<file path="src/rtl/hazard_ctrl.sv">
// Hazard controller for the four-stage MIPS pipeline: load-use stalls, ID-stage
// operand forwarding selects, beq/j recovery sequencing and stall/flush counters.
module hazard_ctrl #(
    parameter int CNT_W = 16
) (
    input  logic             clk,
    input  logic             rst,
    input  logic [31:0]      id_ir,
    input  logic             id_valid,
    input  logic             ex_br_taken,
    output logic             pc_stall,
    output logic             ifid_hold,
    output logic             idex_bubble,
    output logic             ifid_flush,
    output logic [1:0]       fwd_a,
    output logic [1:0]       fwd_b,
    output logic [CNT_W-1:0] stall_cnt,
    output logic [CNT_W-1:0] flush_cnt
);

    typedef enum logic [1:0] {RUN, BR_WAIT, BR_KILL, SKIP} state_t;

    state_t           r_state;
    state_t           w_next;
    logic [4:0]       r_ex_rd;
    logic             r_ex_wr;
    logic             r_ex_lw;
    logic             r_ex_beq;
    logic [4:0]       r_mw_rd;
    logic             r_mw_wr;
    logic [CNT_W-1:0] r_stall_cnt;
    logic [CNT_W-1:0] r_flush_cnt;

    logic [5:0] w_op;
    logic [5:0] w_funct;
    logic [4:0] w_rs;
    logic [4:0] w_rt;
    logic [4:0] w_rdf;
    logic       w_unused_ir;
    logic       w_taken;
    logic       w_run_like;
    logic       w_dec_en;
    logic       w_use_a;
    logic       w_use_b;
    logic       w_wr_raw;
    logic       w_wr;
    logic [4:0] w_dst;
    logic       w_lw;
    logic       w_beq;
    logic       w_j;
    logic       w_lu;
    logic       w_stall;
    logic       w_bubble;
    logic       w_flush;
    logic [1:0] w_fa;
    logic [1:0] w_fb;

    assign w_op        = id_ir[31:26];
    assign w_rs        = id_ir[25:21];
    assign w_rt        = id_ir[20:16];
    assign w_rdf       = id_ir[15:11];
    assign w_funct     = id_ir[5:0];
    assign w_unused_ir = ^id_ir[10:6];

    // The beq in EX resolves this cycle; a taken one discards whatever sits in ID.
    assign w_taken    = (r_state == BR_WAIT) && r_ex_beq && ex_br_taken;
    assign w_run_like = ((r_state == RUN) || (r_state == BR_WAIT)) && !w_taken;
    assign w_dec_en   = id_valid && w_run_like;

    // EX result is usable unless it is a load; MW is always usable. Register 0 never matches.
    function automatic logic [1:0] fwd_sel(
        input logic       use_src,
        input logic [4:0] src,
        input logic       ex_wr,
        input logic [4:0] ex_rd,
        input logic       ex_lw,
        input logic       mw_wr,
        input logic [4:0] mw_rd
    );
        logic [1:0] sel;
        sel = 2'd0;
        if (use_src && (src != 5'd0)) begin
            if (ex_wr && (ex_rd == src) && !ex_lw) begin
                sel = 2'd1;
            end else if (mw_wr && (mw_rd == src)) begin
                sel = 2'd2;
            end else begin
                sel = 2'd0;
            end
        end else begin
            sel = 2'd0;
        end
        return sel;
    endfunction

    // Instruction decode of the ID stage.
    always_comb begin
        w_use_a  = 1'b0;
        w_use_b  = 1'b0;
        w_wr_raw = 1'b0;
        w_dst    = 5'd0;
        w_lw     = 1'b0;
        w_beq    = 1'b0;
        w_j      = 1'b0;
        if (w_dec_en) begin
            case (w_op)
                6'd0: begin
                    if ((w_funct == 6'd32) || (w_funct == 6'd34) || (w_funct == 6'd42)) begin
                        w_use_a  = 1'b1;
                        w_use_b  = 1'b1;
                        w_wr_raw = 1'b1;
                        w_dst    = w_rdf;
                    end else begin
                        w_wr_raw = 1'b0;
                    end
                end
                6'd35: begin
                    w_use_a  = 1'b1;
                    w_wr_raw = 1'b1;
                    w_dst    = w_rt;
                    w_lw     = 1'b1;
                end
                6'd43: begin
                    w_use_a = 1'b1;
                    w_use_b = 1'b1;
                end
                6'd4: begin
                    w_use_a = 1'b1;
                    w_use_b = 1'b1;
                    w_beq   = 1'b1;
                end
                6'd2: begin
                    w_j = 1'b1;
                end
                default: begin
                    w_j = 1'b0;
                end
            endcase
        end else begin
            w_j = 1'b0;
        end
    end

    assign w_wr = w_wr_raw && (w_dst != 5'd0);
    assign w_lu = r_ex_wr && r_ex_lw &&
                  ((w_use_a && (w_rs == r_ex_rd)) || (w_use_b && (w_rt == r_ex_rd)));
    assign w_fa = fwd_sel(w_use_a, w_rs, r_ex_wr, r_ex_rd, r_ex_lw, r_mw_wr, r_mw_rd);
    assign w_fb = fwd_sel(w_use_b, w_rt, r_ex_wr, r_ex_rd, r_ex_lw, r_mw_wr, r_mw_rd);

    // Control outputs and next state; a stalled beq/j only changes state when it issues.
    always_comb begin
        w_stall  = 1'b0;
        w_bubble = 1'b0;
        w_flush  = 1'b0;
        w_next   = r_state;
        case (r_state)
            RUN, BR_WAIT: begin
                if (w_taken) begin
                    w_flush  = 1'b1;
                    w_bubble = 1'b1;
                    w_next   = BR_KILL;
                end else if (w_lu) begin
                    w_stall  = 1'b1;
                    w_bubble = 1'b1;
                    w_next   = RUN;
                end else if (w_j) begin
                    w_flush = 1'b1;
                    w_next  = SKIP;
                end else if (w_beq) begin
                    w_next = BR_WAIT;
                end else begin
                    w_next = RUN;
                end
            end
            BR_KILL: begin
                w_flush  = 1'b1;
                w_bubble = 1'b1;
                w_next   = RUN;
            end
            SKIP: begin
                w_bubble = 1'b1;
                w_next   = RUN;
            end
            default: begin
                w_next = RUN;
            end
        endcase
    end

    assign pc_stall    = w_stall && !rst;
    assign ifid_hold   = w_stall && !rst;
    assign idex_bubble = w_bubble && !rst;
    assign ifid_flush  = w_flush && !rst;
    assign fwd_a       = rst ? 2'd0 : w_fa;
    assign fwd_b       = rst ? 2'd0 : w_fb;
    assign stall_cnt   = r_stall_cnt;
    assign flush_cnt   = r_flush_cnt;

    // Tracking slots, FSM state and saturating performance counters.
    always_ff @(posedge clk or posedge rst) begin
        if (rst) begin
            r_state     <= RUN;
            r_ex_rd     <= 5'd0;
            r_ex_wr     <= 1'b0;
            r_ex_lw     <= 1'b0;
            r_ex_beq    <= 1'b0;
            r_mw_rd     <= 5'd0;
            r_mw_wr     <= 1'b0;
            r_stall_cnt <= '0;
            r_flush_cnt <= '0;
        end else begin
            r_state <= w_next;
            r_mw_rd <= r_ex_rd;
            r_mw_wr <= r_ex_wr;
            if (w_bubble) begin
                r_ex_rd  <= 5'd0;
                r_ex_wr  <= 1'b0;
                r_ex_lw  <= 1'b0;
                r_ex_beq <= 1'b0;
            end else begin
                r_ex_rd  <= w_dst;
                r_ex_wr  <= w_wr;
                r_ex_lw  <= w_lw && w_wr;
                r_ex_beq <= w_beq;
            end
            if (w_stall && (r_stall_cnt != {CNT_W{1'b1}})) begin
                r_stall_cnt <= r_stall_cnt + CNT_W'(1);
            end else begin
                r_stall_cnt <= r_stall_cnt;
            end
            if (w_flush && (r_flush_cnt != {CNT_W{1'b1}})) begin
                r_flush_cnt <= r_flush_cnt + CNT_W'(1);
            end else begin
                r_flush_cnt <= r_flush_cnt;
            end
        end
    end

endmodule
</file>
<file path="config.mk">
export PLATFORM = sky130hd
export DESIGN_NAME = hazard_ctrl
export DESIGN_NICKNAME = d
export VERILOG_FILES = /design/src/rtl/hazard_ctrl.sv
export SDC_FILE = /design/constraint.sdc
export NUM_CORES = 1
export LEC_CHECK = 0
export CORE_MARGIN = 1
export CORE_UTILIZATION = 44
export CTS_BUF_LIST = sky130_fd_sc_hd__clkbuf_2
export DETAILED_ROUTE_END_ITERATION = 16
export GPL_ROUTABILITY_DRIVEN = 0
export MAX_ROUTING_LAYER = met4
export PLACE_DENSITY = 0.86
export SYNTH_ARGS = -nofsm -noshare
export SYNTH_HDL_FRONTEND = slang
export SYNTH_SLANG_ARGS = --single-unit
</file>
<file path="constraint.sdc">
create_clock -name clk -period 3.72 [get_ports clk]
set_input_delay 0.93 -clock clk [delete_from_list [all_inputs] [get_ports clk]]
set_output_delay 0.93 -clock clk [all_outputs]
set_load 0.02 [all_outputs]
</file>
==> out/metrics.cfg <==
[synth]
yosysWarnings=0
seq_area_frac_synth_pct=45.9
post-synth-top-area-cell=dfrtp_1
syn_area_um2=2620
async_reset_ff_share_pct=100
synth_top_cells_by_count=dfrtp_1, xor2_1, xnor2_1
synth_fp_nets=284
synth_top_area_share_pct=45.9
netlist_instances=246
syn_avg_cell_area_um2=10.6
synth_cell_types=45
ys_seq_elements=48
ys.flop_type=dfrtp_1
synth_edf_count=0
synthTopCellsByArea=dfrtp_1, xor2_1, xnor2_1, nand3_1, nor4_2
yosysMostFrequentCell=dfrtp_1

[clock_tree]
cts_made_buffers=5
clk_pin_slew_worst_paths_ps=230
cts_tree=built
cts.sinks=48
clock_path_buffers=2
cts_root_buffer=clkbuf_2
htree_levels=2
clkLatencyLatePin_ps=420
holdBufCountCts=0

[flow_run]
drv_cap=0

[cells_and_area]
nFillCells=475
multiInputGateArea_um2=1400
drive_above_1_share_pct=21.5
final_cell_area_um2=3660
finalNetCount=390
area.sequential_um2=1200
utilization_pct=65.3
antennaDiodeCount=0
stdcell_count=425
syn2layout_area_growth_pct=40.0

[floorplanning]
die_h_um=79.1
coreArea_um2=5610
ioPinCount=76
initial_core_util_pct=46.6
placementRows=27
dieArea_um2=6260
die_w_um=79.1

[grt]
overflow=0
grt_usage_pct=22.1
grt_max_degree=49
antenna_found_initial=0
grt_pass1_wl_mm=10.5
grt_pass1_vias=2316

[setup_path]
required_ps=2790
critPathCaptureType=output pin
worstSetupStartpointType=input pin
arrival_ps=2830
crit_fanout=3
cp_top_family=simple AND/OR/NAND/NOR gates
crit_chain=clkdlybuf4s15_1 -> or4_4 -> a2111oi_4 -> a211oi_2 -> o22a_1 -> or2_4 -> a21oi_2 -> buf_4
slowest_stage=or4_4
crit_type=in -> out
worst_path_largest_cell_delay_ps=530
critPathBufInv=2

[sta]
fin_crit_sh_pct=101
hold_viol_final=0
fin_setup_tns_ps=-37.5
slew_headroom_pct=60.1
rsz0062_at_grt=yes
finalClockSkew_ps=13.0
drv_slew=0
finalSetupViolCount=1
fmax_ghz=0.266
post-route-min-period_ps=3760
setup_slack_ps=-37.5
tightestPinTransition_ps=599

[run_status]
violations=negative setup slack
status=complete, but fails checks

[placed_design]
portBuffers=70
dpl.cell_count=415
dp.final_hpwl_mm=4.90
placed_cell_area_um2=3630

[hold_path]
hp-class=reg -> reg

[detailed_routing]
vias=2324
drt_iter0_drc=125
routed_via_density=5.47
wirelength_mm=6.43
dr.pass1.iters=4
avgRoutedWirePerCell_um=15.1
drc=0
antenna_left=0

[power_and_ir_drop]
ir_drop_uv=317
cellLeakagePower_nw=1.63
finalPower_mw=0.903
p_per_area_nw_per_um2=247

worst reg2reg max path, stage by stage, from the launching register on:
cell and delay (ps):
dfrtp_1 470, xor2_1 180, nor3_1 200, nand3_1 170
o22a_1 270, buf_4 140, buf_4 120, buf_4 190
nor3_1 330, mux2_2 370
cells by family after synthesis:
kind of cell | after synthesis | share of synthesized area, %
AOI/OAI and AO/OA | 32 | 9.38
DFF | 48 | 45.9
buffers and inverters | 8 | 2.01
muxes | 3 | 1.29
adders and majority gates | 2 | 0.957
and+or+nand+nor | 103 | 23.7
xor gates and xnor gates | 50 | 16.7
area by class of cell:
| cell class | count | area share, % |
|---|---|---|
| sequential | 48 | 32.8 |
| timing repair buffer | 104 | 25.0 |
| multi-input combinational | 190 | 38.3 |
| inverter | 3 | 0.308 |
| clock buffer | 6 | 0.821 |
| tap | 72 | 2.46 |
| clock inverter | 2 | 0.308 |
per-stage QoR:
step	hold WS, ps	worst slack, ps
after global routing	445	-88.4
after floorplan	368	-140
after detailed placement	382	-788
final	414	-37.5
after global placement	376	-752
after CTS	425	-74.7
power by group:
part           switching (mW)  internal, mW
combinational          0.0658        0.0776
sequential             0.0149         0.534
clock                   0.164        0.0468
layer usage:
metal	share of wire, %	up-vias	wire, um	global-route usage [%]
li1	-	1112	-	-
met1	42	1137	2700	26.1
met2	51	64	3310	37.8
met3	4.7	11	304	4.02
met4	1.8	0	116	7.64
met5	0	-	0	-
placed cells by master (no fill, tap or decap), types with 6 or more instances in the layout:
cell / count
clkdlybuf4s50_1: 53
a211oi_1: 6
xor2_1: 26
dfrtp_1: 48
nand4_1: 9
nand2_1: 15
nor3_1: 8
buf_4: 35
buf_2: 8
nor2_1: 15
nand3_1: 16
nor4_2: 6
xnor2_1: 24
o21ai_0: 6
clkbuf_2: 7
path summary, 6_finish.rpt:
kind | startpoint | end | slack [ps] | depth (start not counted)
hold / removal | r_ex_wr | r_mw_wr | 410 | 0
setup reg to reg | r_ex_rd[3] | stall_cnt[1] | 1220 | 9
max in group asynchronous | rst | r_ex_rd[2] | 2320 | 3
min in group asynchronous | rst | flush_cnt[14] | 1000 | 3
setup / recovery | id_ir[26] | idex_bubble | -40 | 8
hold reg to reg | r_ex_wr | r_mw_wr | 410 | 0
flip-flops by register name, summed over array words and instances (netlist names):
register and count:
stall_cnt 16, r_ex_wr 1, flush_cnt 16, r_state 2, r_mw_rd 5, r_ex_rd 5, r_mw_wr 1, r_ex_beq 1
r_ex_lw 1
repair_timing:
item,CTS,global route
cloned,0,0
pin swaps,8,6
endpoints found under the hold margin,0,0
endpoints found under the setup margin,8,7
setup buffers,1,1
gates resized for setup,57,7
(Power assumes the default switching activity.)
